$ cat src/rtl/alu_pkg.sv
// Shared ALU types and constants for the sequential divider.
package alu_pkg;

    localparam int DIV_W = 32;
    localparam logic [DIV_W-1:0] DIV_ZERO_Q = 32'hFFFFFFFF;
    localparam logic [DIV_W-1:0] DIV_OVF_Q  = 32'h80000000;

    // Encoding matches funct3[1:0] of the RISC-V M-extension divide ops.
    typedef enum logic [1:0] {
        DIV  = 2'b00,
        DIVU = 2'b01,
        REM  = 2'b10,
        REMU = 2'b11
    } div_op_e;

    typedef enum logic [1:0] {
        IDLE = 2'b00,
        CALC = 2'b01,
        FIX  = 2'b10,
        DONE = 2'b11
    } div_state_e;

    // Two's-complement negation, modulo 2^32.
    function automatic logic [DIV_W-1:0] neg_w(input logic [DIV_W-1:0] x);
        return (~x) + 1'b1;
    endfunction

endpackage

$ cat src/rtl/div_step.sv
// One combinational non-restoring divide step.
// The accumulator carries one guard bit above the data width so that
// unsigned divisors of 2^31 and above cannot overflow the partial remainder.
module div_step
    import alu_pkg::*;
(
    input  logic [DIV_W:0] a,
    input  logic [DIV_W:0] d,
    input  logic           in_bit,
    output logic [DIV_W:0] a_next,
    output logic           q_bit
);

    logic [DIV_W:0] shift;

    // Shift in the next dividend bit, then add or subtract depending on the
    // sign of the current partial remainder.
    always_comb begin
        shift  = {a[DIV_W-1:0], in_bit};
        a_next = a[DIV_W] ? (shift + d) : (shift - d);
        q_bit  = ~a_next[DIV_W];
    end

endmodule

$ cat src/rtl/div_seq_ctrl.sv
// Multi-cycle non-restoring divide sequencer for DIV/DIVU/REM/REMU.
// STEPS chained steps are evaluated per clock; divide-by-zero and signed
// overflow are resolved at accept without iterating.
module div_seq_ctrl
    import alu_pkg::*;
#(
    parameter int STEPS = 1,
    parameter int TAG_W = 5
) (
    input  logic             iClk,
    input  logic             iRst_n,
    input  logic             iValid,
    output logic             oReady,
    input  logic [1:0]       iOp,
    input  logic [31:0]      iDividend,
    input  logic [31:0]      iDivisor,
    input  logic [TAG_W-1:0] iTag,
    input  logic             iFlush,
    output logic             oValid,
    input  logic             iReady,
    output logic [31:0]      oResult,
    output logic [TAG_W-1:0] oTag,
    output logic             oBusy
);

    div_state_e         state_reg;
    div_op_e            op_reg;
    logic               sd_reg;
    logic               sv_reg;
    logic [TAG_W-1:0]   tag_reg;
    logic [TAG_W-1:0]   otag_reg;
    logic [DIV_W:0]     a_reg;
    logic [DIV_W-1:0]   q_reg;
    logic [DIV_W-1:0]   dvs_reg;
    logic [5:0]         cnt_reg;
    logic [5:0]         cnt_next;
    logic [DIV_W-1:0]   result_reg;
    logic               valid_reg;

    // Request decode on the raw operands.
    div_op_e            op_in;
    logic               in_signed;
    logic               in_rem;
    logic               in_sd;
    logic               in_sv;
    logic [DIV_W-1:0]   dvd_mag;
    logic [DIV_W-1:0]   dvs_mag;
    logic               div_zero;
    logic               div_ovf;
    logic [DIV_W-1:0]   special_result;

    // Post-iteration correction values.
    logic [DIV_W-1:0]   r_mag;
    logic [DIV_W-1:0]   q_fix;
    logic [DIV_W-1:0]   r_fix;
    logic [DIV_W-1:0]   fix_result;

    // Step chain: element 0 is the registered state, element STEPS the
    // value written back at the end of a CALC cycle.
    logic [DIV_W:0]     a_chain [STEPS+1];
    logic [DIV_W-1:0]   q_chain [STEPS+1];
    logic [STEPS-1:0]   qbit;

    assign op_in     = div_op_e'(iOp);
    assign in_signed = (op_in == DIV) || (op_in == REM);
    assign in_rem    = (op_in == REM) || (op_in == REMU);
    assign in_sd     = in_signed && iDividend[DIV_W-1];
    assign in_sv     = in_signed && iDivisor[DIV_W-1];
    assign dvd_mag   = in_sd ? neg_w(iDividend) : iDividend;
    assign dvs_mag   = in_sv ? neg_w(iDivisor) : iDivisor;
    assign div_zero  = (iDivisor == '0);
    assign div_ovf   = in_signed && (iDividend == DIV_OVF_Q) && (iDivisor == DIV_ZERO_Q);

    // Divide-by-zero wins over overflow; both finish straight from accept.
    always_comb begin
        if (div_zero) begin
            special_result = in_rem ? iDividend : DIV_ZERO_Q;
        end else begin
            special_result = in_rem ? '0 : DIV_OVF_Q;
        end
    end

    assign a_chain[0] = a_reg;
    assign q_chain[0] = q_reg;

    generate
        for (genvar gi = 0; gi < STEPS; gi++) begin : g_step
            div_step u_step (
                .a      (a_chain[gi]),
                .d      ({1'b0, dvs_reg}),
                .in_bit (q_chain[gi][DIV_W-1]),
                .a_next (a_chain[gi+1]),
                .q_bit  (qbit[gi])
            );
            assign q_chain[gi+1] = {q_chain[gi][DIV_W-2:0], qbit[gi]};
        end
    endgenerate

    assign cnt_next = cnt_reg + 6'(STEPS);

    // Restore a negative final remainder, then apply the operand signs.
    always_comb begin
        r_mag      = a_reg[DIV_W] ? (a_reg[DIV_W-1:0] + dvs_reg) : a_reg[DIV_W-1:0];
        q_fix      = (sd_reg ^ sv_reg) ? neg_w(q_reg) : q_reg;
        r_fix      = sd_reg ? neg_w(r_mag) : r_mag;
        fix_result = ((op_reg == REM) || (op_reg == REMU)) ? r_fix : q_fix;
    end

    // Sequencer FSM with registered result, tag and valid.
    always_ff @(posedge iClk) begin
        if (!iRst_n) begin
            state_reg  <= IDLE;
            op_reg     <= DIV;
            sd_reg     <= 1'b0;
            sv_reg     <= 1'b0;
            tag_reg    <= '0;
            otag_reg   <= '0;
            a_reg      <= '0;
            q_reg      <= '0;
            dvs_reg    <= '0;
            cnt_reg    <= '0;
            result_reg <= '0;
            valid_reg  <= 1'b0;
        end else if (iFlush) begin
            // Abort wins over accept and over the result handshake.
            state_reg <= IDLE;
            valid_reg <= 1'b0;
            cnt_reg   <= '0;
        end else begin
            case (state_reg)
                IDLE: begin
                    if (iValid) begin
                        op_reg  <= op_in;
                        tag_reg <= iTag;
                        sd_reg  <= in_sd;
                        sv_reg  <= in_sv;
                        dvs_reg <= dvs_mag;
                        a_reg   <= '0;
                        q_reg   <= dvd_mag;
                        cnt_reg <= '0;
                        if (div_zero || div_ovf) begin
                            result_reg <= special_result;
                            otag_reg   <= iTag;
                            valid_reg  <= 1'b1;
                            state_reg  <= DONE;
                        end else begin
                            state_reg  <= CALC;
                        end
                    end
                end
                CALC: begin
                    a_reg   <= a_chain[STEPS];
                    q_reg   <= q_chain[STEPS];
                    cnt_reg <= cnt_next;
                    if (cnt_next == 6'd32) begin
                        state_reg <= FIX;
                    end
                end
                FIX: begin
                    result_reg <= fix_result;
                    otag_reg   <= tag_reg;
                    valid_reg  <= 1'b1;
                    state_reg  <= DONE;
                end
                DONE: begin
                    if (iReady) begin
                        valid_reg <= 1'b0;
                        state_reg <= IDLE;
                    end
                end
                default: begin
                    state_reg <= IDLE;
                    valid_reg <= 1'b0;
                end
            endcase
        end
    end

    assign oReady  = (state_reg == IDLE);
    assign oBusy   = (state_reg != IDLE);
    assign oValid  = valid_reg;
    assign oResult = result_reg;
    assign oTag    = otag_reg;

endmodule

$ cat config.mk
export PLATFORM = sky130hd
export DESIGN_NAME = div_seq_ctrl
export DESIGN_NICKNAME = d
export VERILOG_FILES = /design/src/rtl/alu_pkg.sv /design/src/rtl/div_step.sv /design/src/rtl/div_seq_ctrl.sv
export SDC_FILE = /design/constraint.sdc
export NUM_CORES = 1
export LEC_CHECK = 0
export ABC_AREA = 1
export BUFFER_PORTS_ARGS = -buffer_cell sky130_fd_sc_hd__buf_2
export CAP_MARGIN = 10
export CORE_ASPECT_RATIO = 2
export CORE_MARGIN = 2
export CORE_UTILIZATION = 25
export CTS_BUF_LIST = sky130_fd_sc_hd__clkbuf_16
export DETAILED_ROUTE_END_ITERATION = 16
export PLACE_DENSITY_LB_ADDON = 0.08
export SYNTH_ARGS = -nofsm -noshare
export SYNTH_HDL_FRONTEND = slang
export SYNTH_SLANG_ARGS = --single-unit
$ cat constraint.sdc
create_clock -name iClk -period 4 [get_ports iClk]
set_clock_uncertainty 0.15 [all_clocks]
set_input_delay 0.2 -clock iClk [delete_from_list [all_inputs] [get_ports iClk]]
set_output_delay 0.2 -clock iClk [all_outputs]
set_load 0.005 [all_outputs]
# Word level (Yosys, flattened, before mapping)
# Cells that the tools add are included.
# W data, S select, Z words.
# classes
addsub,8
n_eq_ne,14
mux,31
n_bitwise,8
n_reduce_logical,22
# ops
cell,n
$mux W32,12
$add A32 B1 Y32 const B,4
$not A32 Y32,4
$pmux W32 S2,2
$mux W33,2
$pmux W33 S2,1
$eq A32 B32 Y1 const B,2
$add A33 B32 Y33,1
$sub A33 B32 Y33,1
$add A32 B32 Y32,1
$logic_not A32 Y1,1
$eq A2 B2 Y1 const B,6
$pmux W6 S2,1
$mux W5,2
$pmux W5 S2,1
$reduce_and A3 Y1,3
$mux W2,4
$pmux W2 S4,1
$reduce_and A4 Y1,2
$add A6 B1 Y6 const B,1
$eq A6 B6 Y1 const B,1
$mux W6,1
$ne A2 B2 Y1 const B,3
$reduce_bool A2 Y1,3
12 further kinds,23
# totals
register_bits,152
output_inout_bits,40

# Depth between registers and ports, before layout
# logic_depth
depth_word,8
depth_mapped,28
depth_no_buf,25

# Cells and area by module
# From an unflattened synthesis, not the netlist that was laid out.
# hier_totals
cells_unflattened,2836
area_unflattened_um2,15992.8
# by_module_without_submodules
mod,n_inst,cells_per_inst,area_per_inst_um2,seq_area_each_um2
div_seq_ctrl,1,2136,12594.6,3022.9
div_step,1,700,3398.3,0.0

# Worst setup path before layout
# No wires, ideal clock.
# synth_timing
path_type,register to register
startpoint,reg a_reg[32]
endpoint,reg a_reg[24]
setup_ps,132
arrival_time_ps,3624
setup_slack_ps,93
stages_incl_launch_ff,25
n_path_buf,6
path_cell_list,dfxtp_1 > buf_6 > buf_2 > buf_2 > buf_2 > clkbuf_1 > clkbuf_1 > nand2_1 > o21ai_0 > inv_1 > fa_1 > inv_1 > nand3_1 > nand2_1 > a21oi_1 > o21ai_1 > a21boi_0 > o21ai_0 > nand2_1 > nand2_1 > nand2_1 > o21ai_0 > a21oi_1 > o21ai_0 > a21oi_1
# synth_between
elab_chain_len,2
# synth_rtl
element,line,text
"start, declared",div_seq_ctrl.sv:32,logic [DIV_W:0] a_reg;
"start signal, assigned",div_seq_ctrl.sv:152,a_reg <= a_chain[STEPS];
$mux W33,div_step.sv:20,a_next = a[DIV_W] ? (shift + d) : (shift - d);
$pmux W33 S2,div_seq_ctrl.sv:130,case (state_reg)
# Every way passes these cells.
# A chain may end at the register's enable or synchronous reset.

# Worst setup path after layout
# layout_timing
startpoint,reg dvs_reg[0]
endpoint,reg result_reg[26] (netlist: oResult[26])
# layout_between
elab_chain_len,7
# layout_rtl
element,line,text
"start, declared",div_seq_ctrl.sv:34,logic [DIV_W-1:0] dvs_reg;
"start signal, assigned",div_seq_ctrl.sv:137,dvs_reg <= dvs_mag;
$add A32 B32 Y32 (*),div_seq_ctrl.sv:103,r_mag = a_reg[DIV_W] ? (a_reg[DIV_W-1:0] + dvs_reg) : a_reg[DIV_W-1:0];
$mux W32 (*),div_seq_ctrl.sv:103,
$not A32 Y32,alu_pkg.sv:25,return (~x) + 1'b1;
$add A32 B1 Y32,alu_pkg.sv:25,
$mux W32 (*),div_seq_ctrl.sv:105,r_fix = sd_reg ? neg_w(r_mag) : r_mag;
$mux W32 (*),div_seq_ctrl.sv:106,fix_result = ((op_reg == REM) || (op_reg == REMU)) ? r_fix : q_fix;
$pmux W32 S2 (*),div_seq_ctrl.sv:130,
"end signal, assigned",div_seq_ctrl.sv:142,result_reg <= special_result;
"end signal, assigned",div_seq_ctrl.sv:160,result_reg <= fix_result;
"end, declared",div_seq_ctrl.sv:37,logic [DIV_W-1:0] result_reg;
# Every way passes the cells marked *; elsewhere a longest branch is shown, timed or not.

==> reports/qor.yml <==
status: "complete, no violations"
critPathMaxFanout: 6
p_leak_nw: 8.84
power_density_nw_per_um2: 326
avgRoutedWirePerCell_um: 21.4
core_region_area_um2: 59000
hold_path_class: "in -> reg"
final_common_cell: "nand2_1"
antenna_found_initial: 1
synth_nets: 2675
cp-end-kind: "flip-flop"
intPower_mw: 3.44
slew_viol_final: 0
hold_viol: 0
grt_pass1_vias: 17400
cp_cell_sequence: "buf_4, ha_1, fa_2, o21ai_2, ha_1, nand3_1, nor2_4, nand3_2, nor2_2, nand3_2, nand2_2, nand2_4, nor2_4, a21oi_1, o21ai_1, buf_4, nand2_1, a21oi_1"
clk_pin_slew_ns: 0.07
grt_pass1_wl_mm: 110
netlist.area_leader.share: 0.203
instances_no_fill: 3538
gp_congestion: 0.920
seq_power_share: 0.288
clock_path_buffers: 2
grt_overflow: 0
final_nets: 2909
die_y_um: 349
switching_share: 0.426
largest_register_ffs: 33
dp_cells: 3450
drt-pass1-iter-count: 7
max_cap_viol_count: 0
ys_seq_area_frac: 0.203
peakVddDrop_uv: 260
synth.distinct_cells: 64
postLayoutCoreUtil: 0.312
worst_pin_slew_ns: 0.898
cts_made_buffers: 17
wl_mm: 75.7
synth_area_um2: 14900
ys_warn_count: 0
ios: 116
drc_errors: 0
areaGrowthSynthToFinish_pct: 23.8
yosysTopAreaCell: "dfxtp_1"
cpMaxStageDelayCell: "fa_2"
initial_utilization: 0.252
viasPerCell: 4.90
place_hpwl_mm: 62.3
ant_nets: 0
ys_ff_latch: 151
power_frac_comb: 0.419
syn_inst: 2523
dieWidth_um: 176
fin_worst_hold_slack_ns: 0.0182
drt_iter0_drc: 1013
rows: 126
drive_gt1_frac: 0.163
async_flop_share: 0
avgSynthCellArea_um2: 5.89
setup_viol: 0
fillers: 6784
cts_tree: "done"
cp.required_ns: 4.26
synth_area_leaders: "dfxtp_1 20%, nand2_1 16%, a21oi_1 9.4%"
io_buffers: 115
synth_edf_count: 0
period_minus_slack_ns: 3.78
grt_setup_unrepaired: "yes"
p_switching_mw: 2.55
slew_headroom: 0.401
dieArea_um2: 61500
clock_latency_ns: 0.49
arrival_ns: 4.04
synth_flop_cell: "dfxtp_1"
critPathKind: "reg -> reg"
num_vias: 17300
finalCritPeriodShare: 0.945
clock_sinks: 151
root_buffer: "clkbuf_16"
clock_power_share: 0.293
setup.worst_path.start_class: "flip-flop"
ctsHtreeMaxLevel: 4
final_cell_mix: "639 x nand2_1, 303 x inv_1, 270 x a21oi_1, 231 x nor2_1, 173 x o21ai_0"
grt_start_max_net_pins: 63
cp_slowest_stage_delay_ns: 0.51
tns_ns: 0
preCtsSetupSlack_ns: 0.00674
groute.usage.overall: 0.246
fmax_ghz: 0.265
setup_ws_ns: 0.222
==> worst max-delay path, delay by kind of cell (launching register included) <==
kind,cells,cell delay (ns)
AO/OA/AOI/OAI,4,0.67
flip-flops,1,0.34
AND/OR/NAND/NOR,9,1.22
adder cells (fa/ha/maj),3,1.01
buffers and inverters,2,0.30
==> per-stage QoR <==
stage,power (mW),instance area (um^2)
floorplan,3.13,14900
global placement,4.12,17000
detailed placement,4.12,17000
CTS,5.94,18100
global route,6.35,18400
finish,5.99,18400
==> what timing repair did <==
action | 4_1_cts | 5_1_grt
hold buffers | 46 | 0
endpoints found under the setup margin | 1 | 22
gates cloned | 0 | 0
pin swaps | 0 | 16
buffers inserted | 0 | 10
resized for setup | 1 | 62
hold endpoints to repair | 59 | 0
==> area by class of cell <==
type	count	area, um^2	area share
Inverter	331	1250	0.0678
Tap cell	768	961	0.0522
Antenna cell	1	2.50	0.000136
Multi-Input combinational cell	1953	10400	0.567
Clock inverter	14	164	0.00891
Clock buffer	17	425	0.0231
Sequential cell	151	3030	0.165
Timing Repair Buffer	303	2130	0.116
==> cell families after synthesis <==
logic type               synth area share
AND/OR/NAND/NOR                     0.356
AO/OA/AOI/OAI                       0.226
buffers and inverters               0.110
flip-flops                          0.203
adder cells (fa/ha/maj)            0.0650
XOR/XNOR                           0.0401
==> synth_stat cells, drive strengths merged (2+ instances only) <==
cell,instances
a211oi,4
a21boi,2
a21oi,286
a221oi,2
a31oi,15
and2,4
buf,23
clkbuf,65
clkinv,2
dfxtp,151
fa,2
ha,74
inv,329
nand2,665
nand3,163
nand3b,6
nand4,19
nor2,254
nor3,54
nor4,16
o211ai,41
o21a,6
o21ai,200
o21bai,6
o221ai,18
o22ai,4
o311ai,3
o31ai,7
or2,23
xnor2,16
xor2,52
==> routing by layer <==
metal	global-route usage	wire, um	vias up
met1	0.216	24900	8012
met2	0.508	43700	353
met4	0.167	5700	0
met5	0	0	-
met3	0.0232	1440	140
li1	-	-	8815
==> final timing paths <==
check | slack (ns) | from | endpoint | cells past startpoint
min reg2reg | 0.31 | oResult[5] | oResult[5] | 2
min | 0.02 | iDivisor[3] | dvs_reg[3] | 3
max | 0.22 | dvs_reg[0] | oResult[26] | 18
max reg2reg | 0.22 | dvs_reg[0] | oResult[26] | 18
==> power groups by stage <==
stage | Sequential [mW] | Clock [mW] | Combinational [mW]
after global routing | 1.73 | 1.85 | 2.77
after floorplan | 1.70 | 0 | 1.44
after detailed placement | 1.76 | 0 | 2.36
after CTS | 1.73 | 1.81 | 2.41
after global placement | 1.76 | 0 | 2.36
final | 1.73 | 1.76 | 2.51
No activity file was read; power rests on OpenSTA's default activity.
